<file path="src/rtl/isw_share_encoder.sv">
// rtl/isw_share_encoder.sv - 3-share Boolean masking encoder feeding the ISW gadgets.
// Optional ENC_COUNT_EN adds a 16-bit output-handshake counter on enc_count.
module isw_share_encoder #(
    parameter int W = 8
) (
    input  logic           clk,
    input  logic           rst,
    input  logic [W-1:0]   in_data,
    input  logic           in_valid,
    output logic           in_ready,
    input  logic [2*W-1:0] rnd_data,
    input  logic           rnd_valid,
    output logic           rnd_ready,
    output logic [3*W-1:0] out_shares,
    output logic           out_valid,
    input  logic           out_ready
`ifdef ENC_COUNT_EN
    ,
    output logic [15:0]    enc_count
`endif
);

    typedef enum logic [1:0] {
        IDLE     = 2'd0,
        WAIT_RND = 2'd1,
        OUT      = 2'd2
    } state_t;

    state_t         state_q, state_d;
    logic [W-1:0]   x_q;
    logic [3*W-1:0] shares_q;
    logic [W-1:0]   r0, r1;
    logic           in_accept, rnd_accept, out_accept;

    assign r0         = rnd_data[W-1:0];
    assign r1         = rnd_data[2*W-1:W];
    assign in_accept  = in_valid && in_ready;
    assign rnd_accept = rnd_valid && rnd_ready;
    assign out_accept = out_valid && out_ready;
    assign out_shares = shares_q;

    always_ff @(posedge clk) begin
        if (rst) begin
            state_q <= IDLE;
        end else begin
            state_q <= state_d;
        end
    end

    always_comb begin
        state_d = state_q;
        case (state_q)
            IDLE:     if (in_valid) state_d = WAIT_RND;
            WAIT_RND: if (rnd_valid) state_d = OUT;
            OUT:      if (out_ready) state_d = in_valid ? WAIT_RND : IDLE;
            default:  state_d = IDLE;
        endcase
    end

    // Handshakes are suppressed while rst is high so nothing is accepted or consumed in reset.
    always_comb begin
        in_ready  = 1'b0;
        rnd_ready = 1'b0;
        out_valid = 1'b0;
        if (!rst) begin
            case (state_q)
                IDLE:     in_ready = 1'b1;
                WAIT_RND: rnd_ready = 1'b1;
                OUT: begin
                    out_valid = 1'b1;
                    in_ready  = out_ready;
                end
                default: ;
            endcase
        end
    end

    // s0 folds r0 into x_q before r1 so the unmasked value never meets a lone share.
    always_ff @(posedge clk) begin
        if (rst) begin
            x_q      <= '0;
            shares_q <= '0;
        end else begin
            if (rnd_accept) begin
                shares_q <= {r1, r0, (x_q ^ r0) ^ r1};
                x_q      <= '0;
            end else if (out_accept) begin
                shares_q <= '0;
            end
            if (in_accept) begin
                x_q <= in_data;
            end
        end
    end

`ifdef ENC_COUNT_EN
    logic [15:0] count_q;

    always_ff @(posedge clk) begin
        if (rst) begin
            count_q <= 16'd0;
        end else if (out_accept) begin
            count_q <= count_q + 16'd1;
        end
    end

    assign enc_count = count_q;
`endif

endmodule

</file>
<file path="config.mk">
export PLATFORM = sky130hd
export DESIGN_NAME = isw_share_encoder
export DESIGN_NICKNAME = d
export VERILOG_FILES = /design/src/rtl/isw_share_encoder.sv
export SDC_FILE = /design/constraint.sdc
export NUM_CORES = 1
export LEC_CHECK = 0
export ABC_AREA = 1
export BUFFER_PORTS_ARGS = -buffer_cell sky130_fd_sc_hd__buf_2
export CAP_MARGIN = 10
export CORE_ASPECT_RATIO = 1.25
export CORE_MARGIN = 5
export CORE_UTILIZATION = 35
export CTS_CLUSTER_DIAMETER = 200
export CTS_CLUSTER_SIZE = 10
export DETAILED_ROUTE_END_ITERATION = 6
export REMOVE_ABC_BUFFERS = 1
export SLEW_MARGIN = 20
export SYNTH_ARGS = -nofsm -noshare
export SYNTH_HDL_FRONTEND = slang
export SYNTH_SLANG_ARGS = --single-unit
</file>
<file path="constraint.sdc">
create_clock -name clk -period 1.49 [get_ports clk]
set_input_delay 0.298 -clock clk [delete_from_list [all_inputs] [get_ports clk]]
set_output_delay 0.298 -clock clk [all_outputs]
set_load 0.02 [all_outputs]
</file>
==> metrics.txt, run 1 <==
via count between 1.5k and 2k; clk sinks 34; first-pass GRT wire length between 7 and 8 mm; Final Cycle Share 0.9660; Worst Setup SP state_q[1]$_SDFFE_PP0P_; initial core utilization 0.3616; Post-Syn Area approximately 1700 um2; main combinational cell family by area after synthesis simple AND/OR/NAND/NOR gates; Final Worst Setup Slack 0.05065 ns; mux cell area share after synthesis 0; syn avg cell area between 7 and 8 um2; adder-cell share of the synthesized area 0; FF-to-FF Start state_q[1]$_SDFFE_PP0P_; setup_tns 0 ns; Max stage delay on crit path about 0.44 ns; clk_lat worst skew ~0.28 ns; Slew Limit Fails 0; switching share of total power 0.2714; IO buf count 55; combinational share of power 0.150; cts-stage hold buffer count 0; P_sw ~500 uW; sequential element share of the synthesized area 0.3951; DR WL met2 2.145 mm; Crit-path slowest cell dfxtp_1; commonest cells after routing, fill and taps aside nand3_1, buf_2, nand2_1; die area roughly 6400 um2; largest net degree at the start of global routing 32; Worst setup EP type primary output; Post-Synth XOR/XNOR Area 0; synth unique cells 20; Final Wtd Congestion about 0.78; worst path cell trace nand2_1 -> and2_4 -> buf_4; Vias/cell 4.860; final setup fails 0; FF-to-FF End out_shares[2]$_SDFFE_PP0P_; Diodes inserted 0; CP max FO 4; fin crit period approximately 1.4 ns; status completed; Pwr per Cell Area about 900 nW/um2; clk root buf clkbuf_8; GR Overflow Total 0; Cells after Synth around 240; worst r2r path cells 5; DRC 0; layout cells sized above 1 0.2793; Startpoint Class register; register-to-register path setup slack 0.23 ns; Hold Fails Final Rpt 0; I/O pins 56; Util after Layout 0.4393; Die Width around 73 um; Die H between 80 and 90 um; H-tree Lvls 2; TritonCTS Buffers 5; M1 wire length ~1.8 mm; Core Rows 28; Yosys reg bits 34; clock group share of total power 0.338; Core Region approximately 4800 um2; Power Internal around 1400 uW; CTS tree yes; max_slew headroom 0.7515; initial antenna violation count 0; Yosys Warn Count 0; simple-gate portion of the synthesized area 0.3711; clk_skew 0.006716 ns; drt first pass iters 4; P&R area growth vs syn 21.50%; antenna-violating nets left 0; Highest Signal Layer met4; Hold Crit Class in -> reg; VDD IR max slightly below 400 uV; initial drt markers 97; average wire per standard cell approximately 13 um; Filler cells around 540; Nets 319; clock buffer depth 2; DRT Wirelength approximately 4.4 mm; Setup crit end in_ready; met3 routed WL ~300 um; commonest non-fill, non-tap cell in the layout nand3_1; worst slew pin tran approximately 0.37 ns; DP Worst Slack 0.1706 ns; Max-Cap Viols 0; clock-pin slew on the worst setup and hold paths approximately 0.07 ns; arrival time at the worst endpoint about 1.1 ns; fmax between 0.6 and 0.7 GHz; Required @ worst endpoint ~1.2 ns; Leak between 0.0009 and 0.001 uW; critical path class reg -> out; compound-gate portion of the synthesized area 0.1060; RSZ-0062 raised after global routing false; HPWL Detailed between 3 and 4 mm; GRT Util Overall 0.1435; number of global-route vias before repair approximately 1.6k; Seq pwr share 0.513
-- layout make-up --
type,count,area [um2],area share
multi-input combinational,160,827.0,0.3951
sequential,34,681.9,0.3258
timing repair buffer,59,320.3,0.1530
inverter,30,112.6,0.05380
clock buffer,7,76.32,0.03646
tap,60,75.07,0.03586
-- worst max-delay path, delay by kind of cell (launching register included) --
kind | cells | cell delay (ns)
DFF | 1 | 0.44
and+or+nand+nor | 2 | 0.27
buffers and inverters | 1 | 0.15
-- repair_timing --
item	CTS	global route
pin swaps	0	1
gates resized for setup	3	0
setup buffers	0	1
endpoints found under the setup margin	1	1
hold endpoints to repair	0	0
-- cell usage after synthesis (all sizes together) --
cell type	number	share of area
nand3	68	0.22
nor2	4	0.020
inv	30	0.065
clkbuf	3	0.0065
a211oi	1	0.0044
nand2	53	0.12
dfxtp	34	0.40
a21oi	32	0.10
nand4	1	0.0073
and2	1	0.0051
buf	10	0.056
-- power by group through the flow --
stage	clock network (uW)	logic [uW]	registers (uW)
2_1_floorplan	0	133	997
4_1_cts	658	281	963
3_3_place_gp	0	274	981
6_report	634	281	962
5_1_grt	706	316	966
3_5_place_dp	0	278	982
-- per-stage QoR --
| stage | std cells | instance area, um2 | total power, uW | hold WS (ns) |
|---|---|---|---|---|
| 4_1_cts | 349 | 2086 | 1902 | 0.2729 |
| 6_report | 350 | 2093 | 1876 | 0.2793 |
| 5_1_grt | 350 | 2093 | 1988 | 0.2701 |
| 3_3_place_gp | 342 | 2001 | 1254 | 0.4649 |
| 3_5_place_dp | 342 | 2001 | 1259 | 0.4684 |
| 2_1_floorplan | 224 | 1615 | 1129 | 0.3604 |
-- per-layer routing --
metal | up-vias | track usage
li1 | 882 | -
met1 | 760 | 0.1738
met2 | 50 | 0.2323
met4 | 0 | 0.06711
met5 | - | 0
met3 | 9 | 0.04318
-- state kept, by name, summed over array words and instances, names as in the netlist --
register    cells
out_shares     24
x_q             8
state_q         2
-- cells by family (layout without fill, tap and decap cells) --
group / count (synthesis) / in the layout
simple gates: 127 / 127
buf+inv: 43 / 96
flops: 34 / 34
compound gates: 33 / 33
-- how the worst min path moves through the flow --
stage | start | end | slack, ns | cells after the start
3_5_place_dp | out_shares[19]$_SDFFE_PP0P_ | out_shares[19]$_SDFFE_PP0P_ | 0.47 | 2
5_1_grt | in_data[1] | x_q[1]$_SDFFE_PP0P_ | 0.27 | 3
4_1_cts | in_data[1] | x_q[1]$_SDFFE_PP0P_ | 0.27 | 3
6_report | in_data[1] | x_q[1]$_SDFFE_PP0P_ | 0.28 | 3
3_3_place_gp | out_shares[22]$_SDFFE_PP0P_ | out_shares[22]$_SDFFE_PP0P_ | 0.46 | 2
2_1_floorplan | rst | out_shares[14]$_SDFFE_PP0P_ | 0.36 | 1
Power figures use the tool's default switching activity.
==> run 2: changes to the inputs <==
--- a/config.mk
+++ b/config.mk
@@ -11,9 +11,11 @@
 export CORE_ASPECT_RATIO = 1.25
 export CORE_MARGIN = 5
 export CORE_UTILIZATION = 35
+export CTS_BUF_LIST = sky130_fd_sc_hd__clkbuf_4 sky130_fd_sc_hd__clkbuf_8
 export CTS_CLUSTER_DIAMETER = 200
 export CTS_CLUSTER_SIZE = 10
 export DETAILED_ROUTE_END_ITERATION = 6
+export PLACE_DENSITY = 0.62
 export REMOVE_ABC_BUFFERS = 1
 export SLEW_MARGIN = 20
 export SYNTH_ARGS = -nofsm -noshare
==> run 2 against run 1 <==
Sequential cell count did not move; cell area rose by 0.96%; first-iteration DRC count rose by 13%; setup slack barely moved; wire length fell by 1.3%; critical endpoint unchanged; largest power group unchanged.
==> metrics.txt, run 2 (same netlist as run 1, synthesis figures left out) <==
IO buf count 55; setup_tns 0 ns; max_slew headroom 0.7384; Max-Cap Viols 0; CTS tree yes; initial drt markers 110; RSZ-0062 raised after global routing false; average wire per standard cell between 10 and 15 um; CP max FO 5; Startpoint Class register; die area approximately 6400 um2; worst slew pin tran 0.3924 ns; FF-to-FF Start state_q[0]$_SDFFE_PP0P_; Leak a little under 0.001 uW; Worst Setup SP state_q[0]$_SDFFE_PP0P_; clock-pin slew on the worst setup and hold paths around 0.070 ns; clock buffer depth 2; Hold Path Depth 3; drt first pass iters 4; P&R area growth vs syn 22.66%; initial core utilization 0.3616; Worst setup EP type primary output; worst path bufs/invs 1; Hold Crit Class in -> reg; clk sinks 34; Die Width 72.76 um; cts-stage hold buffer count 0; clk root buf clkbuf_8; via count ~1.7k; commonest cells after routing, fill and taps aside nand3_1, buf_2, nand2_1; worst r2r path cells 4; fin crit period ~1.4 ns; I/O pins 56; FF-to-FF End x_q[2]$_SDFFE_PP0P_; DP Worst Slack roughly 0.17 ns; GRT Util Overall 0.1414; Nets ~320; worst path cell trace nor2_4 -> and2_4 -> buf_4; Slew Limit Fails 0; number of global-route vias before repair 1588; fmax 0.6948 GHz; DRT Wirelength 4.324 mm; TritonCTS Buffers 5; commonest non-fill, non-tap cell in the layout nand3_1; layout cells sized above 1 0.2921; first-pass GRT wire length around 7 mm; Final Cycle Share 0.9660; Core Rows 28; clk_skew 0.002491 ns; antenna-violating nets left 0; Final Worst Setup Slack between 0.05 and 0.06 ns; Required @ worst endpoint between 1 and 1.5 ns; VDD IR max 342.4 uV; Die H just under 90 um; largest net degree at the start of global routing 34; H-tree Lvls 2; Hold Path End x_q[4]$_SDFFE_PP0P_; Final Wtd Congestion between 0.7 and 0.8; status completed; Filler cells between 500 and 600; number of flip-flops in the largest register 24; DRC 0; register-to-register path setup slack 0.27 ns; final setup fails 0; HPWL Detailed roughly 3.0 mm; GR Overflow Total 0; critical path class reg -> out; Core Region about 4800 um2; initial antenna violation count 0; clk_lat worst skew 0.29 ns; Pwr per Cell Area between 900 and 1000 nW/um2; Diodes inserted 0; Area after DPL 1993 um2; family with the most delay on the worst path flip-flops; Hold Fails Final Rpt 0; arrival time at the worst endpoint between 1 and 1.5 ns; Hold Startpoint in_data[4]; final instance area 2113 um2; Max stage delay on crit path approximately 0.37 ns; Crit-path slowest cell dfxtp_2; Hold Worst Slack 0.2791 ns; Vias/cell 4.772
-- run 2: worst max-delay path by stage --
stage | endpoint | slack [ns] | cells after the start
2_1_floorplan | out_shares[14]$_SDFFE_PP0P_ | 0.16 | 3
3_3_place_gp | in_ready | 0.19 | 4
3_5_place_dp | x_q[2]$_SDFFE_PP0P_ | 0.17 | 5
4_1_cts | in_ready | 0.003 | 3
5_1_grt | in_ready | 0.01 | 3
6_report | in_ready | 0.05 | 3
-- run 2: what timing repair did --
item / 4_1_cts / 5_1_grt
resized for setup: 3 / 1
pin swaps: 0 / 1
setup buffers: 0 / 2
setup endpoints to repair: 1 / 1
-- run 2: power by group --
group	total [uW]	switching [uW]	internal [uW]	leakage, uW
logic	282	173	108	0.000643
registers	963	24.4	938	0.000276
clock network	731	340	391	0.0000517
total	1970	537	1440	0.000971
-- run 2: per-stage QoR --
stage	total power (uW)	std cells	util
floorplan	1129	224	-
global placement	1250	341	0.4183
detailed placement	1256	341	0.4183
CTS	1981	349	0.4401
global route	2061	351	0.4435
finish	1975	351	0.4435
-- run 2: final cells by class --
cell class | count | area [um2] | share of cell area
Clock buffer | 7 | 90.09 | 0.04263
Multi-Input combinational cell | 160 | 827.0 | 0.3914
Timing Repair Buffer | 59 | 320.3 | 0.1516
Sequential cell | 34 | 683.2 | 0.3233
Tap cell | 60 | 75.07 | 0.03552
Clock inverter | 1 | 5.005 | 0.002368
Inverter | 30 | 112.6 | 0.05329
-- run 2: routing by layer --
| layer | part of all wire | GRT usage | routed length, um | vias up |
|---|---|---|---|---|
| met1 | 0.43 | 0.1633 | 1858 | 749 |
| met3 | 0.067 | 0.04659 | 288 | 7 |
| met4 | 0.013 | 0.04530 | 56 | 0 |
| met5 | 0 | 0 | 0 | - |
| li1 | - | - | - | 881 |
| met2 | 0.49 | 0.2455 | 2121 | 38 |
-- run 2: worst reg2reg max path, stage by stage, from the launching register on --
cell	delay (ns)
dfxtp_2	0.37
nor2_4	0.16
nand3_1	0.30
nand3_1	0.19
a21oi_1	0.07
==> run 3: changes to the inputs <==
--- a/config.mk
+++ b/config.mk
@@ -5,7 +5,6 @@
 export SDC_FILE = /design/constraint.sdc
 export NUM_CORES = 1
 export LEC_CHECK = 0
-export ABC_AREA = 1
 export BUFFER_PORTS_ARGS = -buffer_cell sky130_fd_sc_hd__buf_2
 export CAP_MARGIN = 10
 export CORE_ASPECT_RATIO = 1.25
@@ -15,7 +14,7 @@
 export CTS_CLUSTER_DIAMETER = 200
 export CTS_CLUSTER_SIZE = 10
 export DETAILED_ROUTE_END_ITERATION = 6
-export PLACE_DENSITY = 0.62
+export PLACE_DENSITY = 0.65
 export REMOVE_ABC_BUFFERS = 1
 export SLEW_MARGIN = 20
 export SYNTH_ARGS = -nofsm -noshare
==> run 3 against run 2 <==
Worst hold slack worse by 0.046 ns; via count fell by 35%; register-to-register slack got worse by 0.19 ns; die area fell by 21%; setup slack got worse by 0.026 ns; clock power decreased by 10%; critical path depth grew 1; cell count down 40%; synthesized cell count is 54% lower; fmax decreased by 1.8%; critical path type unchanged.
==> metrics.txt, run 3 <==
status completed; IO buf count 55; antenna-violating nets left 0; Cells after Synth 108; most instantiated library cell after synthesis dfxtp_1; Util after Layout 0.4787; P&R area growth vs syn 34.98%; clock buffer depth 2; fin crit period approximately 1.5 ns; clk_lat worst skew between 0.2 and 0.3 ns; I/O pins 56; VDD IR max 478.6 uV; Yosys reg bits 34; Final Cycle Share 0.9835; TritonCTS Buffers 5; Max stage delay on crit path about 0.34 ns; DP Worst Slack approximately 0.030 ns; clk root buf clkbuf_8; leading cell types by count after synthesis dfxtp_1, a22o_2, xnor2_1; cell taking the most area after synthesis dfxtp_1; Slew Limit Fails 0; GR Overflow Total 0; HPWL Detailed 2.433 mm; final setup fails 0; Core Rows 25; RSZ-0062 raised after global routing true; Worst setup EP type primary output; initial core utilization 0.3546; clk_skew just under 0.004 ns; DRT Wirelength approximately 3.2 mm; DRC 0; CP max FO 2; Die H about 79 um; worst path cell trace nor2b_2 -> buf_4 -> nor3_4 -> buf_6; Pwr per Cell Area approximately 1100 nW/um2; max_slew headroom 0.5300; Core Region 3722 um2; FFs w/ async S/R, synth 0; arrival time at the worst endpoint between 1 and 1.5 ns; Startpoint Class register; Nets a little under 200; drt first pass iters 4; Vias/cell about 5.2; Synth top area share 0.5156; synth unique cells 22; Die Width ~65 um; Final Wtd Congestion 0.7195; commonest cells after routing, fill and taps aside buf_2, dfxtp_1, a22o_2; average wire per standard cell between 15 and 20 um; Post-Syn Area roughly 1300 um2; clk sinks 34; number of global-route vias before repair roughly 1.2k; Final Worst Setup Slack roughly 0.025 ns; clock-pin slew on the worst setup and hold paths ~0.060 ns; CTS tree yes; worst slew pin tran roughly 0.70 ns; Diodes inserted 0; initial antenna violation count 0; EDFF count, synth 0; prevailing post-synth register cell dfxtp_1; Hold Crit Class in -> reg; syn avg cell area ~12 um2; H-tree Lvls 2; Leak 0.0008391 uW; fmax between 0.6 and 0.7 GHz; number of flip-flops in the largest register 24; GRT Util Overall 0.1310; commonest non-fill, non-tap cell in the layout buf_2; critical path class reg -> out; Crit-path slowest cell dfxtp_4; sequential element share of the synthesized area 0.5156; synth top area cells dfxtp_1, a22o_2, xnor2_1, a22o_1, a311oi_4; initial drt markers 38; layout cells sized above 1 0.5471; Yosys Warn Count 0; first-pass GRT wire length between 5 and 6 mm; Required @ worst endpoint between 1 and 1.5 ns; Hold Fails Final Rpt 0; via count about 1.1k; die area 5107 um2; cts-stage hold buffer count 0; largest net degree at the start of global routing 25; Max-Cap Viols 0
## run 3: final timing paths
check                         startpoint                     endpoint  slack [ns]  cells past startpoint
max              state_q[1]$_SDFFE_PP0P_                     in_ready        0.02                      4
min                           in_data[3]          x_q[3]$_SDFFE_PP0P_        0.23                      2
max reg2reg      state_q[1]$_SDFFE_PP0P_   out_shares[0]$_SDFFE_PP0P_        0.08                      5
min reg2reg  out_shares[15]$_SDFFE_PP0P_  out_shares[15]$_SDFFE_PP0P_        0.48                      1
## run 3: metrics by stage
stage	TNS [ns]	total power (uW)	std cells	instance area [um2]	hold WS [ns]
after global placement	0	1325	201	1648	0.4581
after detailed placement	0	1339	201	1648	0.4645
after CTS	-0.002448	2006	210	1764	0.2334
after global routing	-0.06626	2084	210	1782	0.2420
final	0	1991	210	1782	0.2327
after floorplan	-9.770	1202	101	1272	0.3671
## run 3: layout make-up
cell class / count / area, um2
Fill cell: 342 / 1941
Timing Repair Buffer: 62 / 349.1
Sequential cell: 34 / 688.2
Inverter: 2 / 7.507
Multi-Input combinational cell: 65 / 603.1
Clock buffer: 7 / 83.83
Tap cell: 40 / 50.05
## run 3: layer usage
metal / vias to the layer above / global-route usage / share of wire / wire length, um
li1: 520 / - / - / -
met1: 517 / 0.1283 / 0.38 / 1225
met2: 32 / 0.2344 / 0.54 / 1757
met3: 13 / 0.03290 / 0.050 / 162
met4: 0 / 0.09302 / 0.028 / 90
met5: - / 0 / 0 / 0
## run 3: critical path, delay by kind of cell (launching register included)
family / cells / cell delay [ns]
AND/OR/NAND/NOR: 2 / 0.28
buffers and inverters: 2 / 0.28
flip-flops: 1 / 0.34
## run 3: kinds of logic after synthesis
| logic type | Yosys count | synth area share |
|---|---|---|
| AO/OA/AOI/OAI | 37 | 0.2692 |
| XOR/XNOR | 16 | 0.1062 |
| buffers and inverters | 9 | 0.04170 |
| flip-flops | 34 | 0.5156 |
| multiplexers | 1 | 0.007583 |
| AND/OR/NAND/NOR | 11 | 0.05972 |
## run 3: power breakdown
part           total, uW  switching [uW]  internal [uW]
Combinational        339             173            166
Clock                658             301            357
Sequential           994            34.6            959
## run 3: what timing repair did
item                                    in CTS  in global routing
endpoints found under the setup margin       3                 11
buffers inserted                             2                  0
pin swaps                                    0                  0
gates resized for setup                      6                  5
